File: src/rtl/chunked_add_seq.sv
// Multi-cycle wide adder built on an external CHUNK_W-bit fulladd.
// Operands are latched on accept and added one chunk per cycle, LS chunk first.
module chunked_add_seq #(
    parameter  int CHUNK_W    = 3,
    parameter  int NUM_CHUNKS = 4,
    localparam int OP_W       = CHUNK_W * NUM_CHUNKS
) (
    input  logic                clk,
    input  logic                rst,
    input  logic                in_valid,
    output logic                in_ready,
    input  logic [OP_W-1:0]     in_a,
    input  logic [OP_W-1:0]     in_b,
    input  logic                in_cin,
    output logic                out_valid,
    input  logic                out_ready,
    output logic [OP_W-1:0]     out_sum,
    output logic                out_cout,
    output logic                busy,
    output logic [CHUNK_W-1:0]  add_a,
    output logic [CHUNK_W-1:0]  add_b,
    output logic                add_cin,
    input  logic [CHUNK_W-1:0]  add_sum,
    input  logic                add_cout
);

    localparam int IDX_W = (NUM_CHUNKS > 1) ? $clog2(NUM_CHUNKS) : 1;
    localparam logic [OP_W-1:0] CHUNK_MASK = OP_W'({CHUNK_W{1'b1}});

    typedef enum logic [1:0] {IDLE, RUN, DONE} state_t;

    state_t            state, state_next;
    logic [IDX_W-1:0]  idx;
    logic [OP_W-1:0]   a_reg, b_reg, sum_reg;
    logic [OP_W-1:0]   a_shifted, b_shifted, sum_upd;
    logic              cin_reg, carry_reg;
    logic              last_chunk;
    int unsigned       chunk_shift;

    // Next state, handshake decode and the chunk slice fed to the adder.
    always_comb begin
        state_next  = state;
        in_ready    = 1'b0;
        busy        = 1'b0;
        add_a       = '0;
        add_b       = '0;
        add_cin     = 1'b0;
        last_chunk  = (idx == IDX_W'(NUM_CHUNKS - 1));
        chunk_shift = 32'(idx) * CHUNK_W;
        a_shifted   = a_reg >> chunk_shift;
        b_shifted   = b_reg >> chunk_shift;
        sum_upd     = (sum_reg & ~(CHUNK_MASK << chunk_shift))
                    | (OP_W'(add_sum) << chunk_shift);
        case (state)
            IDLE: begin
                in_ready = 1'b1;
                if (in_valid) state_next = RUN;
            end
            RUN: begin
                busy    = 1'b1;
                add_a   = a_shifted[CHUNK_W-1:0];
                add_b   = b_shifted[CHUNK_W-1:0];
                add_cin = (idx == '0) ? cin_reg : carry_reg;
                if (last_chunk) state_next = DONE;
            end
            DONE: begin
                busy = 1'b1;
                if (out_ready) state_next = IDLE;
            end
            default: state_next = IDLE;
        endcase
    end

    // State register plus operand latch, partial-sum/carry capture and result hold.
    always_ff @(posedge clk) begin
        if (rst) begin
            state     <= IDLE;
            idx       <= '0;
            a_reg     <= '0;
            b_reg     <= '0;
            cin_reg   <= 1'b0;
            carry_reg <= 1'b0;
            sum_reg   <= '0;
            out_valid <= 1'b0;
            out_sum   <= '0;
            out_cout  <= 1'b0;
        end else begin
            state <= state_next;
            case (state)
                IDLE: begin
                    if (in_valid) begin
                        a_reg   <= in_a;
                        b_reg   <= in_b;
                        cin_reg <= in_cin;
                        idx     <= '0;
                    end
                end
                RUN: begin
                    sum_reg   <= sum_upd;
                    carry_reg <= add_cout;
                    // The result register only changes when a full sum is ready.
                    if (last_chunk) begin
                        out_sum   <= sum_upd;
                        out_cout  <= add_cout;
                        out_valid <= 1'b1;
                    end else begin
                        idx <= idx + 1'b1;
                    end
                end
                DONE: begin
                    if (out_ready) out_valid <= 1'b0;
                end
                default: ;
            endcase
        end
    end

endmodule

File: config.mk
export PLATFORM = sky130hd
export DESIGN_NAME = chunked_add_seq
export DESIGN_NICKNAME = d
export VERILOG_FILES = /design/src/rtl/chunked_add_seq.sv
export SDC_FILE = /design/constraint.sdc
export NUM_CORES = 1
export LEC_CHECK = 0
export CELL_PAD_IN_SITES_DETAIL_PLACEMENT = 1
export CELL_PAD_IN_SITES_GLOBAL_PLACEMENT = 2
export CORE_MARGIN = 2
export CORE_UTILIZATION = 29
export DETAILED_ROUTE_END_ITERATION = 6
export PLACE_DENSITY = 0.89
export SLEW_MARGIN = 30
export SYNTH_ARGS = -nofsm -noshare
export SYNTH_HDL_FRONTEND = slang
export SYNTH_SLANG_ARGS = --single-unit
File: constraint.sdc
create_clock -name clk -period 2 [get_ports clk]
set_input_delay 0.6 -clock clk [delete_from_list [all_inputs] [get_ports clk]]
set_output_delay 0.6 -clock clk [all_outputs]
set_load 0.02 [all_outputs]
==> results.cfg <==
[timing]
setup_viol = 7
fin_crit_sh_pct = 109
final_hold_viol_count = 0
fin_skew_ps = 8.17
max_freq_mhz = 457
worst_slack_ps = -188
min_period_ps = 2190
rsz0062_at_grt = yes
finalMaxSlewViolations = 0
tns_ps = -1150
slew-limit-headroom_pct = 73.0
tightest_slew_ps = 404

[route]
drt_first_iter_violations = 83
drt-vias-per-instance = 4.75
dr.pass1.iters = 4
ant_nets = 0
wl_per_cell_um = 14.4
wirelength_mm = 6.36
vias = 2099
drcViolationCount = 0

[final_layout]
layout.nets = 379
fill_cells = 986
insertedDiodeCount = 0
seq_area_mm2 = 0.00106
multiInputGateArea_mm2 = 0.00117
drive_gt1_share_pct = 18.1
final_cell_mix = nand2_1, dfxtp_1, clkdlybuf4s50_1
area_delta_synth_final_pct = 36.4
final_common_cell = nand2_1

[worst_setup_path]
critPathMaxFanout = 7
crit_chain = mux4_2 > and2_1 > buf_2
slowest_delay_ps = 500
required_ps = 1400
startpoint_type = flop
crit_path_end_kind = output pin
worstPathArrival_ps = 1590
worstSetupPathType = flop to output pin
cp_slowest_cell = mux4_2

[die]
io_pins = 56
die_h_um = 94.8
die_w_um = 94.8
die-area_mm2 = 0.00898
core-area_mm2 = 0.00809
start_util_pct = 29.5
rows = 33

[worst_hold_path]
hp-class = flop to flop

[power_and_ir_drop]
intPower_uw = 2210
powerDensity_mw_per_mm2 = 1020
p_comb_share_pct = 35.9
p_sw_share_pct = 33.2
clkPwrFrac_pct = 23.6
vdd_ir_drop_max_mv = 0.444
power_frac_seq_pct = 40.6
p_leak_uw = 0.00122
p_switching_uw = 1100

[job]
drv_cap = 0

[yosys]
yosysUniqueCellTypes = 29
syn-cell-area_mm2 = 0.00239
synth_cells = 266
synth-seq-cells = 53
synth_nets = 309
synth-warning-count = 0
synth_area_per_cell_um2 = 8.98
seq_area_frac_synth_pct = 44.4

[placed_design]
place.detailed.hpwl_mm = 4.61
place_ws_ps = -580
numPortBuffers = 55
gp_congestion = 0.719

[clocking]
cts_max_level = 2
root_buffer = clkbuf_8
clkTransAtPathRegs_ps = 100
cts_tree = done
clock-sinks = 53
clk_latency_ps = 310
numCtsBuffers = 5
cts.path.max_buffers = 2

[global_route]
antenna_found_initial = 0
grt_use_total_pct = 14.8
grt_pass1_vias = 2125
grt_pass1_wl_mm = 10.4
overflow = 0
grt_start_max_net_pins = 36

[run_status]
violations = setup timing
status = complete, but fails checks
## power by group through the flow
stage	registers, uW	clock network [uW]	logic (uW)
detailed placement	1360	0	1180
global placement	1350	0	1130
floorplan	1330	0	728
global route	1370	838	1330
finish	1340	780	1190
CTS	1340	806	1190
## area by class of cell
class / count / share of cell area [%]
well taps: 105 / 4.03
clock inverters: 2 / 1.15
repair buffers: 82 / 22.5
multi-input cells: 185 / 36.0
inverters: 9 / 1.11
clock buffers: 6 / 2.53
flip-flops and latches: 53 / 32.7
## worst max-delay path, delay by kind of cell (launching register included)
kind	cells	cell delay (ps)
buf+inv	1	160
flops	1	450
mux	1	500
simple gates	1	180
## through the flow
| step | area, um^2 | hold WS [ps] | util, % | std cells | total power, uW |
|---|---|---|---|---|---|
| after floorplan | 2390 | 429 | - | 266 | 2060 |
| after CTS | 3240 | 465 | 40.0 | 440 | 3340 |
| after global routing | 3260 | 488 | 40.3 | 442 | 3540 |
| final | 3260 | 460 | 40.3 | 442 | 3310 |
| after global placement | 3130 | 439 | 38.6 | 431 | 2490 |
| after detailed placement | 3130 | 450 | 38.6 | 431 | 2540 |
## final timing paths
kind / end / slack [ps] / start / cells after the start
max: add_b[0] / -190 / idx[0]$_SDFFE_PP0P_ / 3
min: out_cout$_SDFFE_PP0P_ / 460 / out_cout$_SDFFE_PP0P_ / 2
max reg2reg: idx[0]$_SDFFE_PP0P_ / 110 / idx[0]$_SDFFE_PP0P_ / 7
min reg2reg: out_cout$_SDFFE_PP0P_ / 460 / out_cout$_SDFFE_PP0P_ / 2
## cell usage after synthesis
| cell type | count | area [um^2] |
|---|---|---|
| or2_2 | 1 | 6.26 |
| clkbuf_1 | 7 | 26.3 |
| nor2_1 | 23 | 86.3 |
| a21oi_1 | 32 | 160 |
| buf_4 | 1 | 7.51 |
| and2_1 | 7 | 43.8 |
| mux2i_1 | 6 | 60.1 |
| a211oi_1 | 17 | 128 |
| a32oi_1 | 5 | 43.8 |
| buf_8 | 1 | 15.0 |
| a222oi_1 | 1 | 10.0 |
| a22oi_1 | 4 | 30.0 |
| buf_2 | 7 | 35.0 |
| inv_1 | 9 | 33.8 |
| buf_6 | 2 | 22.5 |
| and2_0 | 1 | 6.26 |
| ha_1 | 10 | 125 |
| nand2b_1 | 4 | 25.0 |
| or4b_1 | 1 | 10.0 |
| o21ai_0 | 3 | 15.0 |
| clkbuf_8 | 1 | 13.8 |
| dfxtp_1 | 53 | 1060 |
| and3b_2 | 1 | 10.0 |
| nor3_1 | 1 | 5.00 |
| nand2_1 | 56 | 210 |
| nor2b_1 | 4 | 25.0 |
| or3_1 | 1 | 6.26 |
| and4_2 | 1 | 10.0 |
| mux4_1 | 6 | 158 |
## per-layer routing
layer  part of all wire [%]  GRT usage, %
met5                      0             0
met4                    1.0          3.62
met3                    3.5          2.95
met2                     50          26.4
met1                     45          18.2
## repair_timing
item,4_1_cts,5_1_grt
hold buffers,0,0
buffers inserted,1,2
setup endpoints to repair,10,14
pin swaps,1,0
gates resized for setup,43,21
## cell families after synthesis
logic type | after synthesis | synth area share [%]
compound gates | 62 | 16.2
mux | 12 | 9.11
buf+inv | 28 | 6.44
simple gates | 101 | 18.6
flops | 53 | 44.4
fa+ha+maj | 10 | 5.24
No activity file was read; power rests on OpenSTA's default activity.
